--- src/rtl/hms_timekeeper_if.sv ---
// Signal bundle between the HH:MM:SS timekeeper core and its user.
// The master drives the buttons and the display mode, and the slave (the core) drives the time/display outputs.
interface hms_timekeeper_if;
  logic       btn_mode;
  logic       btn_inc;
  logic       mode_12h;
  logic [1:0] state;
  logic [4:0] hours;
  logic [5:0] minutes;
  logic [5:0] seconds;
  logic [1:0] hrs_tens;
  logic [3:0] hrs_ones;
  logic [2:0] mins_tens;
  logic [3:0] mins_ones;
  logic [2:0] secs_tens;
  logic [3:0] secs_ones;
  logic       pm;
  logic       blink;
  logic       sec_tick;

  modport master (
    output btn_mode, btn_inc, mode_12h,
    input  state, hours, minutes, seconds, hrs_tens, hrs_ones,
           mins_tens, mins_ones, secs_tens, secs_ones, pm, blink, sec_tick
  );

  modport slave (
    input  btn_mode, btn_inc, mode_12h,
    output state, hours, minutes, seconds, hrs_tens, hrs_ones,
           mins_tens, mins_ones, secs_tens, secs_ones, pm, blink, sec_tick
  );
endinterface

--- src/rtl/hms_timekeeper.sv ---
// Single-clock HH:MM:SS timekeeper with a prescaler, a carry chain, a button-driven set FSM
// and BCD display outputs in 12-hour or 24-hour format.
module hms_timekeeper #(
  parameter int PRESCALE    = 100_000_000,
  parameter int SYNC_STAGES = 2
) (
  input  logic                   clk,
  input  logic                   reset,
  hms_timekeeper_if.slave        tk_io
);

  localparam int PW = $clog2(PRESCALE);
  localparam logic [PW-1:0] PRESC_MAX  = PW'(PRESCALE - 1);
  localparam logic [PW-1:0] PRESC_HALF = PW'(PRESCALE / 2);

  localparam logic [1:0] ST_RUN     = 2'd0;
  localparam logic [1:0] ST_SET_HR  = 2'd1;
  localparam logic [1:0] ST_SET_MIN = 2'd2;

  logic [SYNC_STAGES-1:0] modeSync_q, incSync_q;
  logic                   modeLast_q, incLast_q;
  logic                   modeP_q, incP_q;

  logic [PW-1:0] presc_q, presc_d;
  logic [1:0]    state_q, state_d;
  logic [4:0]    hours_q, hours_d;
  logic [5:0]    minutes_q, minutes_d;
  logic [5:0]    seconds_q, seconds_d;
  logic          secTick_q, secTick_d;
  logic          tick;

  // Each button is synchronised and then edge-detected into a registered one-cycle pulse.
  always_ff @(posedge clk or posedge reset) begin
    if (reset) begin
      modeSync_q <= '0;
      incSync_q  <= '0;
      modeLast_q <= 1'b0;
      incLast_q  <= 1'b0;
      modeP_q    <= 1'b0;
      incP_q     <= 1'b0;
    end else begin
      modeSync_q <= {modeSync_q[SYNC_STAGES-2:0], tk_io.btn_mode};
      incSync_q  <= {incSync_q[SYNC_STAGES-2:0], tk_io.btn_inc};
      modeLast_q <= modeSync_q[SYNC_STAGES-1];
      incLast_q  <= incSync_q[SYNC_STAGES-1];
      modeP_q    <= modeSync_q[SYNC_STAGES-1] & ~modeLast_q;
      incP_q     <= incSync_q[SYNC_STAGES-1] & ~incLast_q;
    end
  end

  assign tick = (presc_q == PRESC_MAX);

  always_comb begin
    state_d   = state_q;
    hours_d   = hours_q;
    minutes_d = minutes_q;
    seconds_d = seconds_q;
    secTick_d = 1'b0;
    presc_d   = tick ? '0 : presc_q + PW'(1);
    case (state_q)
      ST_RUN: begin
        if (modeP_q) begin
          state_d = ST_SET_HR;
        end else if (tick) begin
          secTick_d = 1'b1;
          if (seconds_q == 6'd59) begin
            seconds_d = '0;
            if (minutes_q == 6'd59) begin
              minutes_d = '0;
              hours_d   = (hours_q == 5'd23) ? 5'd0 : hours_q + 5'd1;
            end else begin
              minutes_d = minutes_q + 6'd1;
            end
          end else begin
            seconds_d = seconds_q + 6'd1;
          end
        end
      end
      ST_SET_HR: begin
        if (modeP_q) begin
          state_d = ST_SET_MIN;
        end else if (incP_q) begin
          hours_d = (hours_q == 5'd23) ? 5'd0 : hours_q + 5'd1;
        end
      end
      ST_SET_MIN: begin
        // Leaving set mode restarts the second so the first tick is a full period away.
        if (modeP_q) begin
          state_d   = ST_RUN;
          seconds_d = '0;
          presc_d   = '0;
        end else if (incP_q) begin
          minutes_d = (minutes_q == 6'd59) ? 6'd0 : minutes_q + 6'd1;
        end
      end
      default: state_d = ST_RUN;
    endcase
  end

  always_ff @(posedge clk or posedge reset) begin
    if (reset) begin
      presc_q   <= '0;
      state_q   <= ST_RUN;
      hours_q   <= '0;
      minutes_q <= '0;
      seconds_q <= '0;
      secTick_q <= 1'b0;
    end else begin
      presc_q   <= presc_d;
      state_q   <= state_d;
      hours_q   <= hours_d;
      minutes_q <= minutes_d;
      seconds_q <= seconds_d;
      secTick_q <= secTick_d;
    end
  end

  function automatic logic [6:0] toBcd(input logic [5:0] v);
    logic [2:0] tens;
    logic [5:0] rem;
    tens = '0;
    rem  = v;
    for (int i = 0; i < 5; i++) begin
      if (rem >= 6'd10) begin
        rem  = rem - 6'd10;
        tens = tens + 3'd1;
      end
    end
    return {tens, 4'(rem)};
  endfunction

  logic [4:0] dispHour;
  logic [6:0] hourBcd, minBcd, secBcd;

  // In 12-hour format midnight shows as 12 and afternoon hours fold back by 12.
  always_comb begin
    dispHour = hours_q;
    if (tk_io.mode_12h) begin
      if (hours_q == 5'd0) begin
        dispHour = 5'd12;
      end else if (hours_q > 5'd12) begin
        dispHour = hours_q - 5'd12;
      end
    end
  end

  assign hourBcd = toBcd({1'b0, dispHour});
  assign minBcd  = toBcd(minutes_q);
  assign secBcd  = toBcd(seconds_q);

  assign tk_io.state     = state_q;
  assign tk_io.hours     = hours_q;
  assign tk_io.minutes   = minutes_q;
  assign tk_io.seconds   = seconds_q;
  assign tk_io.hrs_tens  = 2'(hourBcd[6:4]);
  assign tk_io.hrs_ones  = hourBcd[3:0];
  assign tk_io.mins_tens = minBcd[6:4];
  assign tk_io.mins_ones = minBcd[3:0];
  assign tk_io.secs_tens = secBcd[6:4];
  assign tk_io.secs_ones = secBcd[3:0];
  assign tk_io.pm        = (hours_q >= 5'd12);
  assign tk_io.blink     = (presc_q < PRESC_HALF);
  assign tk_io.sec_tick  = secTick_q;

endmodule
--- src/flat_wrapper.sv ---
// flat-port wrapper written by rule: the top's interface ports become plain ports
module hms_timekeeper_flat 
#(
  parameter int PRESCALE    = 100_000_000,
  parameter int SYNC_STAGES = 2
)
  (clk, reset, tk_io_btn_mode, tk_io_btn_inc, tk_io_mode_12h, tk_io_state, tk_io_hours, tk_io_minutes, tk_io_seconds, tk_io_hrs_tens, tk_io_hrs_ones, tk_io_mins_tens, tk_io_mins_ones, tk_io_secs_tens, tk_io_secs_ones, tk_io_pm, tk_io_blink, tk_io_sec_tick);
  hms_timekeeper_if tk_io_i ();
  input  logic clk;
  input  logic reset;
  input wire logic [$bits(tk_io_i.btn_mode)-1:0] tk_io_btn_mode;
  input wire logic [$bits(tk_io_i.btn_inc)-1:0] tk_io_btn_inc;
  input wire logic [$bits(tk_io_i.mode_12h)-1:0] tk_io_mode_12h;
  output wire logic [$bits(tk_io_i.state)-1:0] tk_io_state;
  output wire logic [$bits(tk_io_i.hours)-1:0] tk_io_hours;
  output wire logic [$bits(tk_io_i.minutes)-1:0] tk_io_minutes;
  output wire logic [$bits(tk_io_i.seconds)-1:0] tk_io_seconds;
  output wire logic [$bits(tk_io_i.hrs_tens)-1:0] tk_io_hrs_tens;
  output wire logic [$bits(tk_io_i.hrs_ones)-1:0] tk_io_hrs_ones;
  output wire logic [$bits(tk_io_i.mins_tens)-1:0] tk_io_mins_tens;
  output wire logic [$bits(tk_io_i.mins_ones)-1:0] tk_io_mins_ones;
  output wire logic [$bits(tk_io_i.secs_tens)-1:0] tk_io_secs_tens;
  output wire logic [$bits(tk_io_i.secs_ones)-1:0] tk_io_secs_ones;
  output wire logic [$bits(tk_io_i.pm)-1:0] tk_io_pm;
  output wire logic [$bits(tk_io_i.blink)-1:0] tk_io_blink;
  output wire logic [$bits(tk_io_i.sec_tick)-1:0] tk_io_sec_tick;
  assign tk_io_i.btn_mode = tk_io_btn_mode;
  assign tk_io_i.btn_inc = tk_io_btn_inc;
  assign tk_io_i.mode_12h = tk_io_mode_12h;
  assign tk_io_state = tk_io_i.state;
  assign tk_io_hours = tk_io_i.hours;
  assign tk_io_minutes = tk_io_i.minutes;
  assign tk_io_seconds = tk_io_i.seconds;
  assign tk_io_hrs_tens = tk_io_i.hrs_tens;
  assign tk_io_hrs_ones = tk_io_i.hrs_ones;
  assign tk_io_mins_tens = tk_io_i.mins_tens;
  assign tk_io_mins_ones = tk_io_i.mins_ones;
  assign tk_io_secs_tens = tk_io_i.secs_tens;
  assign tk_io_secs_ones = tk_io_i.secs_ones;
  assign tk_io_pm = tk_io_i.pm;
  assign tk_io_blink = tk_io_i.blink;
  assign tk_io_sec_tick = tk_io_i.sec_tick;
  hms_timekeeper #(.PRESCALE(PRESCALE), .SYNC_STAGES(SYNC_STAGES)) u_core (.clk(clk), .reset(reset), .tk_io(tk_io_i));
endmodule
--- config.mk ---
export PLATFORM = sky130hd
export DESIGN_NAME = hms_timekeeper_flat
export DESIGN_NICKNAME = d
export VERILOG_FILES = /design/src/rtl/hms_timekeeper_if.sv /design/src/rtl/hms_timekeeper.sv /design/src/flat_wrapper.sv
export SDC_FILE = /design/constraint.sdc
export NUM_CORES = 1
export LEC_CHECK = 0
export BUFFER_PORTS_ARGS = -buffer_cell sky130_fd_sc_hd__buf_4
export CAP_MARGIN = 30
export CORE_MARGIN = 5
export CORE_UTILIZATION = 50
export DETAILED_ROUTE_END_ITERATION = 7
export PLACE_DENSITY = 0.69
export SKIP_LAST_GASP = 1
export SYNTH_ARGS = -nofsm -noshare
export SYNTH_HDL_FRONTEND = slang
export SYNTH_SLANG_ARGS = --single-unit
--- constraint.sdc ---
create_clock -name clk -period 18.6 [get_ports clk]
set_input_delay 1.86 -clock clk [delete_from_list [all_inputs] [get_ports clk]]
set_output_delay 1.86 -clock clk [all_outputs]
set_load 0.02 [all_outputs]
==> flow_summary.yaml <==
timing:
  tns_ns: 0
  finalSetupViolations: 0
  fin_crit_ns: 8.23
  hold_viol_final: 0
  drv_slew: 0
  rsz0062_at_grt: "false"
  skew_ns: 0.00970
  fmaxAchievable_ghz: 0.122
  whs_ns: 0.354
  worst_pin_slew_ns: 0.793
  fin_crit_sh_pct: 44.2
  maxSlewHeadroom_pct: 47.1
finish:
  drive_gt1_share_pct: 13.2
  fin_cells: 826
  n_antenna_cell: 0
  n_fill_cell: 972
  final_nets: 735
  syn2layout_area_growth_pct: 8.51
critical_path:
  cp.arrival_ns: 6.37
  cpMaxStageDelayCell: "dfrtp_1"
  rr_endpoint: "u_core.tk_io.hours[2]$_DFFE_PP0P_"
  cp_common_cell: "ha_1"
  max_stage_delay_ns: 0.60
  r2r-start: "u_core.tk_io.seconds[1]$_DFFE_PP0P_"
  crit_start: "u_core.tk_io.minutes[2]$_DFFE_PP0P_"
  worst-r2r-setup-slack_ns: 15.35
  reg2reg_depth: 10
  worstPathMaxFanout: 14
  worstSetupEndpoint: "tk_io_mins_ones[3]"
  crit_type: "reg -> out"
  critical_path_required_ns: 16.74
  cp-start-kind: "flip-flop"
  endpoint_kind: "output port"
grt:
  antenna_found_initial: 0
  grt_overflow: 0
  grt_pass1_wl_mm: 19.5
  grtUsageTotal_pct: 17.3
  grt_pass1_vias: 4464
  grt_max_degree: 56
clock_tree:
  holdBufCountCts: 0
  htreeDepth: 2
  cts_buffers: 5
  cts_resized: 0
  clock-root-buffer: "clkbuf_8"
  clk_latency_ns: 0.30
  cts_tree: "done"
  cts_buffer_depth: 2
  postCtsSetupRepairBufs: 0
  cts.sinks: 55
  clkTransAtPathRegs_ns: 0.09
synth:
  avgSynthCellArea_um2: 8.01
  synth_ff_type: "dfrtp_1"
  synth_compound_area_share_pct: 22.1
  yosysSeqAreaShare_pct: 25.9
  synthTopCellsByArea: "dfrtp_1 (26%), ha_1 (9.6%), nor2_1 (5.1%)"
  synth_commonest_cells: "nor2_1 (73), nand2_1 (57), dfrtp_1 (55)"
  synth_warnings: 0
  async_flop_share_pct: 100
  synth_top_cell_by_area: "dfrtp_1"
  syn_area_um2: 5320
  netlist_instances: 664
  synthSimpleGateAreaFrac_pct: 25.0
  ys_ff_latch: 55
  synth_mux_area_share_pct: 3.43
  synth-edff-count: 0
  synth_fa_ha_area_share_pct: 9.64
  synth_top_family_by_area: "simple AND/OR/NAND/NOR gates"
  yosysMostFrequentCell: "nor2_1"
  yosysTopAreaCellShare_pct: 25.9
  syn-num-nets: 710
  synth_xor_area_share_pct: 8.35
  synth_cell_types: 83
floorplanning:
  boundaryPins: 47
  dieArea_um2: 12800
  initial_utilization_pct: 51.3
  coreArea_um2: 10400
  fp-row-count: 37
  die_h_um: 113
  die_width_um: 113
power_and_ir_drop:
  p_per_area_nw_per_um2: 94.8
  max-vdd-ir-drop_mv: 0.0865
  fin_total_pwr_uw: 547
  p_leak_nw: 2.55
route:
  drt_iter0_markers: 262
  wl_per_cell_um: 13.3
  postRouteAntennaNets: 0
  drt-vias-per-instance: 5.69
  drtPass1Iterations: 4
  drc: 0
  vias: 4704
  drt-total-wl_mm: 11.0
min_path:
  min_path_cells: 0
  min_path_type: "reg -> reg"
place:
  hpwl_mm: 8.50
  dp_cells: 818
  port-buffer-count: 46
  gp_congestion: 0.900
run:
  cap_violations: 0
run_status:
  status: "completed"
==> through the flow <==
stage | utilization [%] | worst slack [ns] | cell area (um2)
finish | 55.7 | 10.37 | 5770
global route | 55.7 | 9.67 | 5770
CTS | 55.7 | 10.39 | 5770
detailed placement | 54.9 | 10.74 | 5690
global placement | 54.9 | 10.95 | 5690
floorplan | - | 10.94 | 5320
==> routing by layer <==
layer  track usage [%]  routed length, um
met1              22.7               5160
met2              30.7               5390
met5                 0                  0
met4              2.88                 42
met3              2.51                404
==> how the worst min path moves through the flow <==
| stage | from | to |
|---|---|---|
| after floorplan | u_core.incSync_q[0]$_DFF_PP0_ | u_core.incSync_q[1]$_DFF_PP0_ |
| after global placement | u_core.modeSync_q[0]$_DFF_PP0_ | u_core.modeSync_q[1]$_DFF_PP0_ |
| after detailed placement | u_core.modeSync_q[0]$_DFF_PP0_ | u_core.modeSync_q[1]$_DFF_PP0_ |
| after CTS | u_core.modeSync_q[0]$_DFF_PP0_ | u_core.modeSync_q[1]$_DFF_PP0_ |
| after global routing | u_core.modeSync_q[0]$_DFF_PP0_ | u_core.modeSync_q[1]$_DFF_PP0_ |
| final | u_core.modeSync_q[0]$_DFF_PP0_ | u_core.modeSync_q[1]$_DFF_PP0_ |
==> area by class of cell <==
| class | count | area (um2) | share of cell area [%] |
|---|---|---|---|
| clock buffers | 7 | 76.3 | 1.32 |
| repair buffers | 47 | 353 | 6.11 |
| multi-input cells | 542 | 3640 | 63.1 |
| flip-flops and latches | 55 | 1380 | 23.8 |
| well taps | 136 | 170 | 2.95 |
| inverters | 38 | 150 | 2.60 |
| clock inverters | 1 | 5.00 | 0.0867 |
==> cell families (layout without fill, tap and decap cells) <==
group	after synthesis	count (layout)
AOI/OAI and AO/OA	171	171
xor gates and xnor gates	49	49
adders and majority gates	41	41
buffers and inverters	67	93
DFF	55	55
muxes	16	16
and+or+nand+nor	265	265
==> cells in the final DEF (no fill, tap or decap), types with 15 or more instances in the layout <==
| cell | instances |
|---|---|
| nor3_1 | 18 |
| nand3_1 | 23 |
| or3_1 | 15 |
| buf_4 | 47 |
| inv_1 | 33 |
| xnor2_1 | 28 |
| a21oi_1 | 37 |
| nand2_1 | 57 |
| xor2_1 | 19 |
| dfrtp_1 | 55 |
| nor2_1 | 73 |
| ha_1 | 41 |
| o21ai_0 | 48 |
==> state kept, by name, indices dropped and copies added, names as in the netlist <==
register,cells
u_core.modeP_q,1
u_core.tk_io.seconds,6
u_core.tk_io.sec_tick,1
u_core.incLast_q,1
u_core.incSync_q,2
u_core.tk_io.hours,5
u_core.modeLast_q,1
u_core.presc_q,27
u_core.modeSync_q,2
u_core.incP_q,1
u_core.tk_io.minutes,6
u_core.tk_io.state,2
==> report_power, final <==
| group | switching (mW) | total (mW) | internal (mW) |
|---|---|---|---|
| registers | 0.0360 | 0.174 | 0.138 |
| clock network | 0.0358 | 0.0623 | 0.0265 |
| logic | 0.179 | 0.311 | 0.132 |
==> critical path, delay by kind of cell, from the launching register on <==
family	cells	cell delay (ns)
and+or+nand+nor	10	1.65
AOI/OAI and AO/OA	7	1.45
DFF	1	0.60
adders and majority gates	5	1.04
buffers and inverters	5	0.59
muxes	2	0.55
xor gates and xnor gates	1	0.17
Note: power is estimated with default switching activity, not from simulation.
